--- config.mk ---
export PLATFORM = sky130hd
export DESIGN_NAME = ysyx_25040111_idu
export DESIGN_NICKNAME = d
export VERILOG_FILES = /design/src/rtl/ysyx_25040111_idu.sv
export SDC_FILE = /design/constraint.sdc
export NUM_CORES = 1
export LEC_CHECK = 0
export ABC_AREA = 0
export BUFFER_PORTS_ARGS = -buffer_cell sky130_fd_sc_hd__buf_2
export CELL_PAD_IN_SITES_DETAIL_PLACEMENT = 1
export CELL_PAD_IN_SITES_GLOBAL_PLACEMENT = 1
export CORE_MARGIN = 5
export CORE_UTILIZATION = 44
export DETAILED_ROUTE_END_ITERATION = 7
export PLACE_DENSITY_LB_ADDON = 0.1
export REMOVE_ABC_BUFFERS = 1
export SLEW_MARGIN = 20
export SYNTH_ARGS = -nofsm -noshare
export SYNTH_HDL_FRONTEND = slang
export SYNTH_SLANG_ARGS = --single-unit
--- constraint.sdc ---
create_clock -name clock -period 7.2 [get_ports clock]
set_input_delay 1.44 -clock clock [delete_from_list [all_inputs] [get_ports clock]]
set_output_delay 1.44 -clock clock [all_outputs]
set_load 0.05 [all_outputs]
--- src/rtl/ysyx_25040111_idu.sv ---
// ----------------------------------------------------------------------------
// ysyx_25040111_idu -- decode/issue stage of the RV32E core.
//
// Holds one fetched instruction in a decode buffer, extracts its register
// fields, drives the register-file read ports, and checks a 16-entry busy
// scoreboard for RAW/WAW hazards. A hazard-free instruction moves, together
// with its operands, into a registered output stage under valid/ready.
//
// Ports
//   clock, resetn            core clock, asynchronous active-low reset
//   in_valid/in_ready        IFU handshake; in_inst/in_pc carry the word/PC
//   flush                    synchronous kill of everything the IDU holds
//   rf_ars1/rf_ars2/rf_ren   register-file read addresses and enables
//   rf_rs1/rf_rs2            read data (already forwards same-cycle writes)
//   wb_valid/wb_rd           writeback retiring a destination register
//   out_valid/out_ready      EXU handshake
//   out_pc/out_inst          issued PC and instruction word
//   out_rs1/out_rs2          issued operands (0 when a field is unused)
//   out_rd/out_rd_wen        destination and its write enable
//   out_illegal              undecodable word or non-RV32E register field
//   stall_cnt                count of hazard-stall cycles
// ----------------------------------------------------------------------------
module ysyx_25040111_idu (
    input  logic        clock,
    input  logic        resetn,
    input  logic        in_valid,
    output logic        in_ready,
    input  logic [31:0] in_inst,
    input  logic [31:0] in_pc,
    input  logic        flush,
    output logic [3:0]  rf_ars1,
    output logic [3:0]  rf_ars2,
    output logic [1:0]  rf_ren,
    input  logic [31:0] rf_rs1,
    input  logic [31:0] rf_rs2,
    input  logic        wb_valid,
    input  logic [3:0]  wb_rd,
    output logic        out_valid,
    input  logic        out_ready,
    output logic [31:0] out_pc,
    output logic [31:0] out_inst,
    output logic [31:0] out_rs1,
    output logic [31:0] out_rs2,
    output logic [3:0]  out_rd,
    output logic        out_rd_wen,
    output logic        out_illegal,
    output logic [31:0] stall_cnt
);

    // Decode buffer
    logic        d_valid_q;
    logic [31:0] d_inst_q;
    logic [31:0] d_pc_q;

    // Output stage
    logic        out_valid_q;
    logic [31:0] out_pc_q;
    logic [31:0] out_inst_q;
    logic [31:0] out_rs1_q;
    logic [31:0] out_rs2_q;
    logic [3:0]  out_rd_q;
    logic        out_rd_wen_q;
    logic        out_illegal_q;

    // Scoreboard and counter
    logic [15:0] busy_q;
    logic [15:0] busy_d;
    logic [31:0] stall_cnt_q;

    // Decode results
    logic [6:0]  opcode_s;
    logic [2:0]  funct3_s;
    logic [3:0]  rs1_s;
    logic [3:0]  rs2_s;
    logic [3:0]  rd_s;
    logic        known_s;
    logic        use1_raw_s;
    logic        use2_raw_s;
    logic        wen_raw_s;
    logic        illegal_s;
    logic        use_rs1_s;
    logic        use_rs2_s;
    logic        rd_wen_s;
    logic        hazard_s;
    logic        issue_s;
    logic [15:0] wb_clr_mask_s;
    logic [15:0] fl_clr_mask_s;
    logic [15:0] set_mask_s;

    assign opcode_s = d_inst_q[6:0];
    assign funct3_s = d_inst_q[14:12];
    assign rs1_s    = d_inst_q[18:15];
    assign rs2_s    = d_inst_q[23:20];
    assign rd_s     = d_inst_q[10:7];

    // Opcode decode: which register fields the instruction reads and writes
    always_comb begin
        known_s    = 1'b1;
        use1_raw_s = 1'b0;
        use2_raw_s = 1'b0;
        wen_raw_s  = 1'b0;
        case (opcode_s)
            7'b0110011: begin
                use1_raw_s = 1'b1;
                use2_raw_s = 1'b1;
                wen_raw_s  = 1'b1;
            end
            7'b0100011, 7'b1100011: begin
                use1_raw_s = 1'b1;
                use2_raw_s = 1'b1;
            end
            7'b0010011, 7'b0000011, 7'b1100111: begin
                use1_raw_s = 1'b1;
                wen_raw_s  = 1'b1;
            end
            7'b0110111, 7'b0010111, 7'b1101111: begin
                wen_raw_s  = 1'b1;
            end
            7'b1110011: begin
                // CSR register forms read rs1; ecall/ebreak (funct3 0) touch nothing
                use1_raw_s = (funct3_s == 3'd1) || (funct3_s == 3'd2) || (funct3_s == 3'd3);
                wen_raw_s  = (funct3_s != 3'd0);
            end
            default: begin
                known_s    = 1'b0;
            end
        endcase
    end

    // A used field naming x16..x31 is not RV32E; illegal words read and write nothing
    assign illegal_s = !known_s
                     | (use1_raw_s & d_inst_q[19])
                     | (use2_raw_s & d_inst_q[24])
                     | (wen_raw_s  & d_inst_q[11]);
    assign use_rs1_s = use1_raw_s & !illegal_s;
    assign use_rs2_s = use2_raw_s & !illegal_s;
    assign rd_wen_s  = wen_raw_s & !illegal_s & (rd_s != 4'd0);

    // A writeback to the same register this cycle resolves the hazard (RF forwards)
    assign hazard_s = (use_rs1_s & busy_q[rs1_s] & !(wb_valid & (wb_rd == rs1_s)))
                    | (use_rs2_s & busy_q[rs2_s] & !(wb_valid & (wb_rd == rs2_s)))
                    | (rd_wen_s  & busy_q[rd_s]  & !(wb_valid & (wb_rd == rd_s)));

    assign issue_s  = d_valid_q & !hazard_s & !flush & (!out_valid_q | out_ready);
    assign in_ready = !flush & (!d_valid_q | issue_s);

    assign rf_ars1 = rs1_s;
    assign rf_ars2 = rs2_s;
    assign rf_ren  = {use_rs2_s & d_valid_q, use_rs1_s & d_valid_q};

    // Scoreboard next state: clears first, then the issue set, so set wins
    assign wb_clr_mask_s = wb_valid ? (16'd1 << wb_rd) : 16'd0;
    // An un-accepted output killed by flush will never retire its write
    assign fl_clr_mask_s = (flush & out_valid_q & out_rd_wen_q & !out_ready)
                           ? (16'd1 << out_rd_q) : 16'd0;
    assign set_mask_s    = (issue_s & rd_wen_s) ? (16'd1 << rd_s) : 16'd0;
    assign busy_d        = ((busy_q & ~wb_clr_mask_s & ~fl_clr_mask_s) | set_mask_s)
                           & 16'hFFFE;

    // Decode buffer: flush kills, handshake loads, issue empties
    always_ff @(posedge clock or negedge resetn) begin
        if (!resetn) begin
            d_valid_q <= 1'b0;
            d_inst_q  <= 32'd0;
            d_pc_q    <= 32'd0;
        end else if (flush) begin
            d_valid_q <= 1'b0;
        end else if (in_valid && in_ready) begin
            d_valid_q <= 1'b1;
            d_inst_q  <= in_inst;
            d_pc_q    <= in_pc;
        end else if (issue_s) begin
            d_valid_q <= 1'b0;
        end else begin
            d_valid_q <= d_valid_q;
        end
    end

    // Output stage: loads on issue, drops on accept, holds under backpressure
    always_ff @(posedge clock or negedge resetn) begin
        if (!resetn) begin
            out_valid_q   <= 1'b0;
            out_pc_q      <= 32'd0;
            out_inst_q    <= 32'd0;
            out_rs1_q     <= 32'd0;
            out_rs2_q     <= 32'd0;
            out_rd_q      <= 4'd0;
            out_rd_wen_q  <= 1'b0;
            out_illegal_q <= 1'b0;
        end else if (flush) begin
            out_valid_q   <= 1'b0;
        end else if (issue_s) begin
            out_valid_q   <= 1'b1;
            out_pc_q      <= d_pc_q;
            out_inst_q    <= d_inst_q;
            out_rs1_q     <= use_rs1_s ? rf_rs1 : 32'd0;
            out_rs2_q     <= use_rs2_s ? rf_rs2 : 32'd0;
            out_rd_q      <= rd_s;
            out_rd_wen_q  <= rd_wen_s;
            out_illegal_q <= illegal_s;
        end else if (out_valid_q && out_ready) begin
            out_valid_q   <= 1'b0;
        end else begin
            out_valid_q   <= out_valid_q;
        end
    end

    // Busy scoreboard register
    always_ff @(posedge clock or negedge resetn) begin
        if (!resetn) begin
            busy_q <= 16'd0;
        end else begin
            busy_q <= busy_d;
        end
    end

    // Hazard-stall cycle counter, wraps naturally
    always_ff @(posedge clock or negedge resetn) begin
        if (!resetn) begin
            stall_cnt_q <= 32'd0;
        end else if (d_valid_q && hazard_s && !flush) begin
            stall_cnt_q <= stall_cnt_q + 32'd1;
        end else begin
            stall_cnt_q <= stall_cnt_q;
        end
    end

    assign out_valid   = out_valid_q;
    assign out_pc      = out_pc_q;
    assign out_inst    = out_inst_q;
    assign out_rs1     = out_rs1_q;
    assign out_rs2     = out_rs2_q;
    assign out_rd      = out_rd_q;
    assign out_rd_wen  = out_rd_wen_q;
    assign out_illegal = out_illegal_q;
    assign stall_cnt   = stall_cnt_q;

endmodule
# Word level (Yosys, flattened, before mapping)
# Index checks and enable logic that the tools add are counted.
# word_totals
register_bits,247
input_bits,138
output_inout_bits,178
# op_classes
bitwise,39
shifts,3
reduce_logical,26
add_sub_neg,1
order_cmp,3
n_mux,21
eq_ne,16
# op_table
cell,count
$mux W32,2
$mux W16,3
$shl A1 B4 Y16 const A,3
$add A32 B1 Y32 const B,1
$and A16 B16 Y16,2
$not A16 Y16,2
$eq A7 B7 Y1 const B,4
$and A1 B1 Y1,26
$eq A7 B6 Y1 const B,3
$or A16 B16 Y16,1
$lt A4 B5 Y1 const B,3
$eq A7 B5 Y1 const B,2
$bmux W1 S4,3
$eq A4 B4 Y1,3
$mux W1,11
$logic_not A1 Y1,10
$reduce_or A10 Y1,1
$reduce_bool A3 Y1,3
$eq A7 B2 Y1 const B,1
$or A1 B1 Y1,7
$reduce_or A7 Y1,1
$eq A3 B2 Y1 const B,2
$reduce_or A6 Y1,1
$logic_and A1 B1 Y1,4
other kinds (7),10

# Logic depth before layout (Yosys ltp)
# Gate-level depths: netlist (run 1).
# logic_depth
depth_word,23
mapped_depth,12
ltp_nobuf,8

# Least setup slack after synthesis (run 1)
# Ideal clock, no wire load.
# synth_path
kind,input to output
startpoint,input port wb_rd[1]
endpoint,output port in_ready
t_required_ps,5760
setup_slack_ps,1900
path_buffers,3
t_arrival_ps,3860
path_stages,9
path_cell_list,clkbuf_1 -> xor2_1 -> o41ai_1 -> nor3_2 -> or3_1 -> buf_4 -> buf_2 -> nand2b_1 -> a21oi_1
# synth_between
elab_chain_cells,12
word_cells_on_any_way,20
cone_classes,eq/ne: 3; bitwise: 13; reduce/logical: 4
# synth_lines
element,line_no,rtl
from (decl),37,"input logic [3:0] wb_rd,"
$eq A4 B4 Y1 (on tied branches),"140, 141",
$and A1 B1 Y1 (on tied branches),"140, 141",
$logic_not A1 Y1 (on tied branches),"140, 141",
$and A1 B1 Y1 (on tied branches),"140, 141",
$or A1 B1 Y1,141,| (use_rs2_s & busy_q[rs2_s] & !(wb_valid & (wb_rd == rs2_s)))
$or A1 B1 Y1 *,142,| (rd_wen_s & busy_q[rd_s] & !(wb_valid & (wb_rd == rd_s)));
$logic_not A1 Y1 *,144,assign issue_s = d_valid_q & !hazard_s & !flush & (!out_valid_q | out_ready);
$and A1 B1 Y1 * (3 in series),144,
$or A1 B1 Y1 *,145,assign in_ready = !flush & (!d_valid_q | issue_s);
$and A1 B1 Y1 *,145,
to (decl),27,"output logic in_ready,"
# Every way passes the cells marked *; elsewhere a longest branch is shown, timed or not.

# Final worst setup path (run 1)
# layout_path
startpoint,register d_inst_q[13]
endpoint,output port in_ready
# layout_between
elab_chain_cells,20
word_cells_on_any_way,32
cone_classes,eq/ne: 3; mux: 2; bitwise: 22; reduce/logical: 5
# layout_lines
element,line_no,rtl
from (decl),52,logic [31:0] d_inst_q;
from (signal assigned),170,d_inst_q <= in_inst;
$eq A3 B1 Y1 or $eq A3 B2 Y1 (tied branches),121,use1_raw_s = (funct3_s == 3'd1) || (funct3_s == 3'd2) || (funct3_s == 3'd3);
$logic_or A1 B1 Y1 (2 in series),121,
$pmux W1 S2,102,case (opcode_s)
$and A1 B1 Y1,132,| (use1_raw_s & d_inst_q[19])
$or A1 B1 Y1,132,
$or A1 B1 Y1,133,| (use2_raw_s & d_inst_q[24])
$or A1 B1 Y1,134,| (wen_raw_s & d_inst_q[11]);
$logic_not A1 Y1,"135, 136, 137",
$and A1 B1 Y1 (on tied branches),"135, 136, 137",
$and A1 B1 Y1 (on tied branches),"140, 137, 141",
$and A1 B1 Y1 (on tied branches),"140, 141, 142",
$or A1 B1 Y1 or $and A1 B1 Y1 (tied branches),"141, 142",
$or A1 B1 Y1 *,142,
$logic_not A1 Y1 *,144,
$and A1 B1 Y1 * (3 in series),144,
$or A1 B1 Y1 *,145,
$and A1 B1 Y1 *,145,
# Marked as above.

==> metrics, run 1 <==
Mapped Area 11,000 sq um; final hold violations 0; total number of vias 8,398; CP dominant cell by count a21oi_1; final instance area 13,600 sq um; peak supply drop 230 uV; Synth-to-Final Area Change 24.2%; Root Driver clkbuf_16; Die Y 168 microns; DRC violations left 0; CTS max path bufs 3; CP startpoint kind flop; Synth Warn # 0; Resized cells post-CTS 0; initial core utilization 0.449; Post-synth EDFFs 0; H-tree depth 1; crit path capture type output pin; clk_lat worst skew 540 ps; share of cells above drive strength 1 0.435; initial antenna violation count 10; Period minus WS final 5420 ps; worst-case clock skew 13.3 ps; most frequent cells in the layout 314 x buf_2, 243 x dfrtp_1, 124 x mux2_2; Yosys reg bits 243; Die Wd 168 microns; Setup TNS Final 0 ps; Hold Crit Class reg2reg; drt pass-1 iters 8; Worst path slowest cell a311oi_1; Detailed Place HPWL 22,500 microns; full die area 28,200 sq um; PD cells 309 nW/um^2; RePlAce Congestion 0.888; Remaining Overflow, GRT 0; TritonCTS clock tree yes; first-pass GRT wire length 51,000 microns; commonest non-fill, non-tap cell in the layout buf_2; final cell count without fillers 1,542; Worst path max stage delay 650 ps; 1st-iter DRT viols 572; worst rel slew slack 0.316; DR vias/cell 5.45; remaining antenna violation count 0; Cells after Synth 923; Hold-fix buffers, CTS 0; worst path arrival time 3980 ps; Num Clock Sinks 243; f_max 185 MHz; critical path class reg2out; Primary FF master, synth dfrtp_1; port buffer count 315; Max Cap Violations 0; CTS Buf Count 27; core area 24,500 sq um; Inst Count DP 1,488; CP Data Required Time 5760 ps; std cell rows 57; all-layer global routing usage 0.222; routed len/inst 20.9 microns; max-slew violation count 0; sequential fraction of the synthesis area 0.553; count of final setup violators 0; Synth async-reset ratio 1.00; Yosys cell types 53; crit-path max FO 60; Final Cycle Share 0.753; cells along the critical path or3_1 > a311o_1 > a21oi_1 > nand3_1 > a311oi_1 > or3_4 > nand2b_1 > a21oi_1 > buf_2; # nets final 1,332; LEAKAGE 6.38 nW; Avg Inst Size Synth 11.9 sq um; worst slew pin tran 1030 ps; Pwr Total 0.00421 W; I/O pin count 316; run status completed; placed inst area 12,700 sq um; RSZ-0062 raised after global routing no; vias in the first global route 9,093; post-CTS setup buffer count 0; total wire length 32,200 microns; clock transition at the registers of the reported paths 60 ps; largest net degree at the start of global routing 104
## routing by layer
| metal | vias up | wire, microns | global-route usage |
|---|---|---|---|
| li1 | 3865 | - | - |
| met4 | 10 | 652 | 0.0501 |
| met5 | - | 60 | 0 |
| met2 | 250 | 16200 | 0.385 |
| met1 | 4210 | 12700 | 0.274 |
| met3 | 63 | 2600 | 0.0701 |
## per-stage QoR
stage	setup slack (ps)	util	hold WS, ps
after floorplan	26.0	-	459
after global placement	2010	0.518	454
after detailed placement	1980	0.518	461
after CTS	1740	0.557	469
after global routing	1480	0.558	498
final	1780	0.558	470
## power by group
| group | internal [W] | switching [W] |
|---|---|---|
| clock | 0.000911 | 0.000557 |
| combinational | 0.000295 | 0.000745 |
| sequential | 0.00155 | 0.000159 |
| total | 0.00275 | 0.00146 |
## Yosys cell counts, types with 9 or more instances
| master | count | area share |
|---|---|---|
| nor3_1 | 17 | 0.0077 |
| clkbuf_1 | 46 | 0.016 |
| dfrtp_1 | 243 | 0.55 |
| mux2_2 | 124 | 0.13 |
| buf_4 | 13 | 0.0089 |
| buf_2 | 17 | 0.0077 |
| xor2_1 | 33 | 0.026 |
| xnor2_1 | 10 | 0.0080 |
| mux4_2 | 9 | 0.018 |
| a31o_2 | 11 | 0.0088 |
| o31ai_1 | 66 | 0.045 |
| nand3_1 | 18 | 0.0082 |
| o21ai_0 | 77 | 0.035 |
| mux2_1 | 9 | 0.0092 |
| nor2b_1 | 10 | 0.0057 |
| inv_1 | 12 | 0.0041 |
| nand2_1 | 86 | 0.029 |
| nor2_1 | 19 | 0.0065 |
| nor4_1 | 14 | 0.0080 |
## critical path, delay by kind of cell (launching register included)
kind	cells	cell delay [ps]
simple gates	4	1460
compound gates	4	1360
flops	1	400
buf+inv	1	210
## worst paths after layout
path                                                 from                         to  slack (ps)  cells after the start
min in group asynchronous                          resetn     out_pc[27]$_DFFE_PN0P_         910                      1
worst max-delay path             d_inst_q[13]$_DFFE_PN0P_                   in_ready        1780                      9
max in group asynchronous                          resetn      out_pc[5]$_DFFE_PN0P_        4760                      2
worst max register to register    d_inst_q[2]$_DFFE_PN0P_   out_inst[20]$_DFFE_PN0P_        2640                      9
worst min-delay path            stall_cnt[31]$_DFFE_PN0P_  stall_cnt[31]$_DFFE_PN0P_         470                      1
worst min register to register  stall_cnt[31]$_DFFE_PN0P_  stall_cnt[31]$_DFFE_PN0P_         470                      1
## layout make-up
type	instances	area [sq um]
clock inverters	6	120
fillers	2671	10800
flip-flops and latches	243	6080
inverters	12	45.0
diodes	5	12.5
well taps	324	405
multi-input cells	586	4490
repair buffers	323	1650
clock buffers	43	846
## registers in the layout (all words and copies together), names as in the netlist
register     cells
d_inst_q        32
d_pc_q          32
out_inst        32
out_pc          32
out_rs1         32
out_rs2         32
stall_cnt       32
busy_q          15
d_valid_q        1
out_illegal      1
out_rd_wen       1
out_valid        1
## cells by family after synthesis
| logic type | share of synthesized area |
|---|---|
| DFF | 0.553 |
| and+or+nand+nor | 0.0931 |
| AOI/OAI and AO/OA | 0.116 |
| muxes | 0.160 |
| buffers and inverters | 0.0426 |
| xor gates and xnor gates | 0.0343 |
| adders and majority gates | 0.00114 |
(Power assumes the default switching activity.)
==> inputs of run 2 (changes only) <==
--- a/config.mk
+++ b/config.mk
@@ -10,7 +10,7 @@
 export CELL_PAD_IN_SITES_DETAIL_PLACEMENT = 1
 export CELL_PAD_IN_SITES_GLOBAL_PLACEMENT = 1
 export CORE_MARGIN = 5
-export CORE_UTILIZATION = 44
+export CORE_UTILIZATION = 37
 export DETAILED_ROUTE_END_ITERATION = 7
 export PLACE_DENSITY_LB_ADDON = 0.1
 export REMOVE_ABC_BUFFERS = 1
==> constraint.sdc (replaced) <==
create_clock -name clock -period 4.62 [get_ports clock]
set_input_delay 0.924 -clock clock [delete_from_list [all_inputs] [get_ports clock]]
set_output_delay 0.924 -clock clock [all_outputs]
set_load 0.05 [all_outputs]
==> run 2 against run 1 <==
Against the previous run: die area increased by 18%; clock power increased by 58%; worst hold slack got worse by 120 ps; largest cell class unchanged.
==> metrics, run 2 (synthesized netlist as in run 1, its figures left out) <==
clk_lat worst skew 550 ps; clock transition at the registers of the reported paths 60 ps; Remaining Overflow, GRT 0; first-pass GRT wire length 50,600 microns; crit path capture type output pin; WHS 348 ps; Worst path max stage delay 600 ps; Final Cycle Share 0.942; Multi-input gate area 4490 sq um; setup slack after layout 266 ps; # nets final 1,339; CP Data Required Time 3700 ps; highest metal used met5; routed len/inst 19.8 microns; Buf/Inv on CP 1; port buffer count 315; RSZ-0062 raised after global routing no; Max Cap Violations 0; DR WL met2 15,400 microns; I/O pin count 316; initial antenna violation count 7; DRC violations left 0; Clock Power Share 0.353; most frequent cells in the layout 314 x buf_2, 243 x dfrtp_1, 124 x mux2_2; Metal-1 WL 13,500 microns; total number of vias 8,273; PD cells 477 nW/um^2; Detailed Place HPWL 22,400 microns; drt pass-1 iters 4; CP dominant cell by count a21oi_1; fill count 3,280; remaining antenna violation count 0; Synth-to-Final Area Change 25.6%; full die area 33,300 sq um; 1st-iter DRT viols 314; DR vias/cell 5.14; Flop pwr share 0.401; share of cells above drive strength 1 0.440; TritonCTS clock tree yes; f_max 230 MHz; final hold violations 0; Worst path slowest cell a311oi_1; Setup TNS Final 0 ps; RePlAce Congestion 0.838; Largest delay share family, worst path compound AO/OA/AOI/OAI gates; worst rel slew slack 0.288; cells along the critical path or3_1 > a311o_1 > a21oi_1 > nand3_1 > a311oi_1 > or3_4 > nand2b_1 > a21oi_1 > buf_2; Met3 Routed Length 2280 microns; initial core utilization 0.373; DP Worst Slack 587 ps; crit-path max FO 4; vias in the first global route 8,852; H-tree depth 1; worst path arrival time 3430 ps; worst slew pin tran 1070 ps; peak supply drop 278 uV; sw frac 0.348; Hold Crit Class in2async; core area 29,500 sq um; largest net degree at the start of global routing 134; LEAKAGE 6.43 nW; Root Driver clkbuf_16; Register Area 6080 sq um; Die Wd 182 microns; P_sw 0.00229 W; Int Power 0.00430 W; CP startpoint kind flop; CTS Buf Count 29; std cell rows 63; Hold-fix buffers, CTS 0; max-slew violation count 0; count of final setup violators 0; Period minus WS final 4350 ps; run status completed; all-layer global routing usage 0.187; post-CTS setup buffer count 0; Num Clock Sinks 243; total wire length 31,900 microns; Resized cells post-CTS 0; worst-case clock skew 16.4 ps; Comb power frac 0.246; Die Y 182 microns; CTS max path bufs 3; commonest non-fill, non-tap cell in the layout buf_2; critical path class reg2out
[run 2: power by group through the flow]
stage               combinational [W]  sequential [W]  clock (W)
finish                        0.00162         0.00264    0.00232
global route                  0.00171         0.00268    0.00248
CTS                           0.00165         0.00264    0.00239
detailed placement            0.00165         0.00268          0
global placement              0.00163         0.00266          0
floorplan                    0.000395         0.00340          0
[run 2: final timing paths]
| kind | from | to | slack, ps | cells past startpoint |
|---|---|---|---|---|
| worst min-delay path | resetn | out_pc[2]$_DFFE_PN0P_ | 350 | 1 |
| worst min register to register | stall_cnt[31]$_DFFE_PN0P_ | stall_cnt[31]$_DFFE_PN0P_ | 460 | 1 |
| worst max-delay path | d_inst_q[13]$_DFFE_PN0P_ | in_ready | 270 | 9 |
| worst max register to register | d_inst_q[13]$_DFFE_PN0P_ | out_rs2[3]$_DFFE_PN0P_ | 540 | 10 |
| min in group clock | stall_cnt[31]$_DFFE_PN0P_ | stall_cnt[31]$_DFFE_PN0P_ | 460 | 1 |
| max in group asynchronous | resetn | out_rs1[24]$_DFFE_PN0P_ | 3150 | 2 |
[run 2: final cells by class]
cell class | instances | area share
multi-input cells | 586 | 0.325
clock buffers | 39 | 0.0604
clock inverters | 11 | 0.0102
flip-flops and latches | 243 | 0.440
inverters | 12 | 0.00326
diodes | 2 | 0.000363
repair buffers | 328 | 0.125
well taps | 390 | 0.0353
[run 2: per-stage QoR]
step	cell area [sq um]	power (W)	utilization	std cells
3_5_place_dp	12800	0.00432	0.435	1559
6_report	13800	0.00658	0.468	1611
5_1_grt	13800	0.00688	0.468	1611
2_1_floorplan	10600	0.00379	-	841
3_3_place_gp	12800	0.00429	0.435	1559
4_1_cts	13800	0.00669	0.468	1609
[run 2: worst register-to-register path: stages, from the launching register on]
cell and delay [ps]:
dfrtp_1 390, or3_1 410, a311o_1 430, a21oi_1 200, nand3_1 200, a311oi_1 600, or3_4 240, buf_4 430
buf_4 670, o21ai_0 280, o31ai_1 110
[run 2: per-layer routing]
layer,vias up,track usage
li1,3872,-
met2,211,0.311
met4,10,0.0408
met5,-,0
met1,4127,0.243
met3,53,0.0570
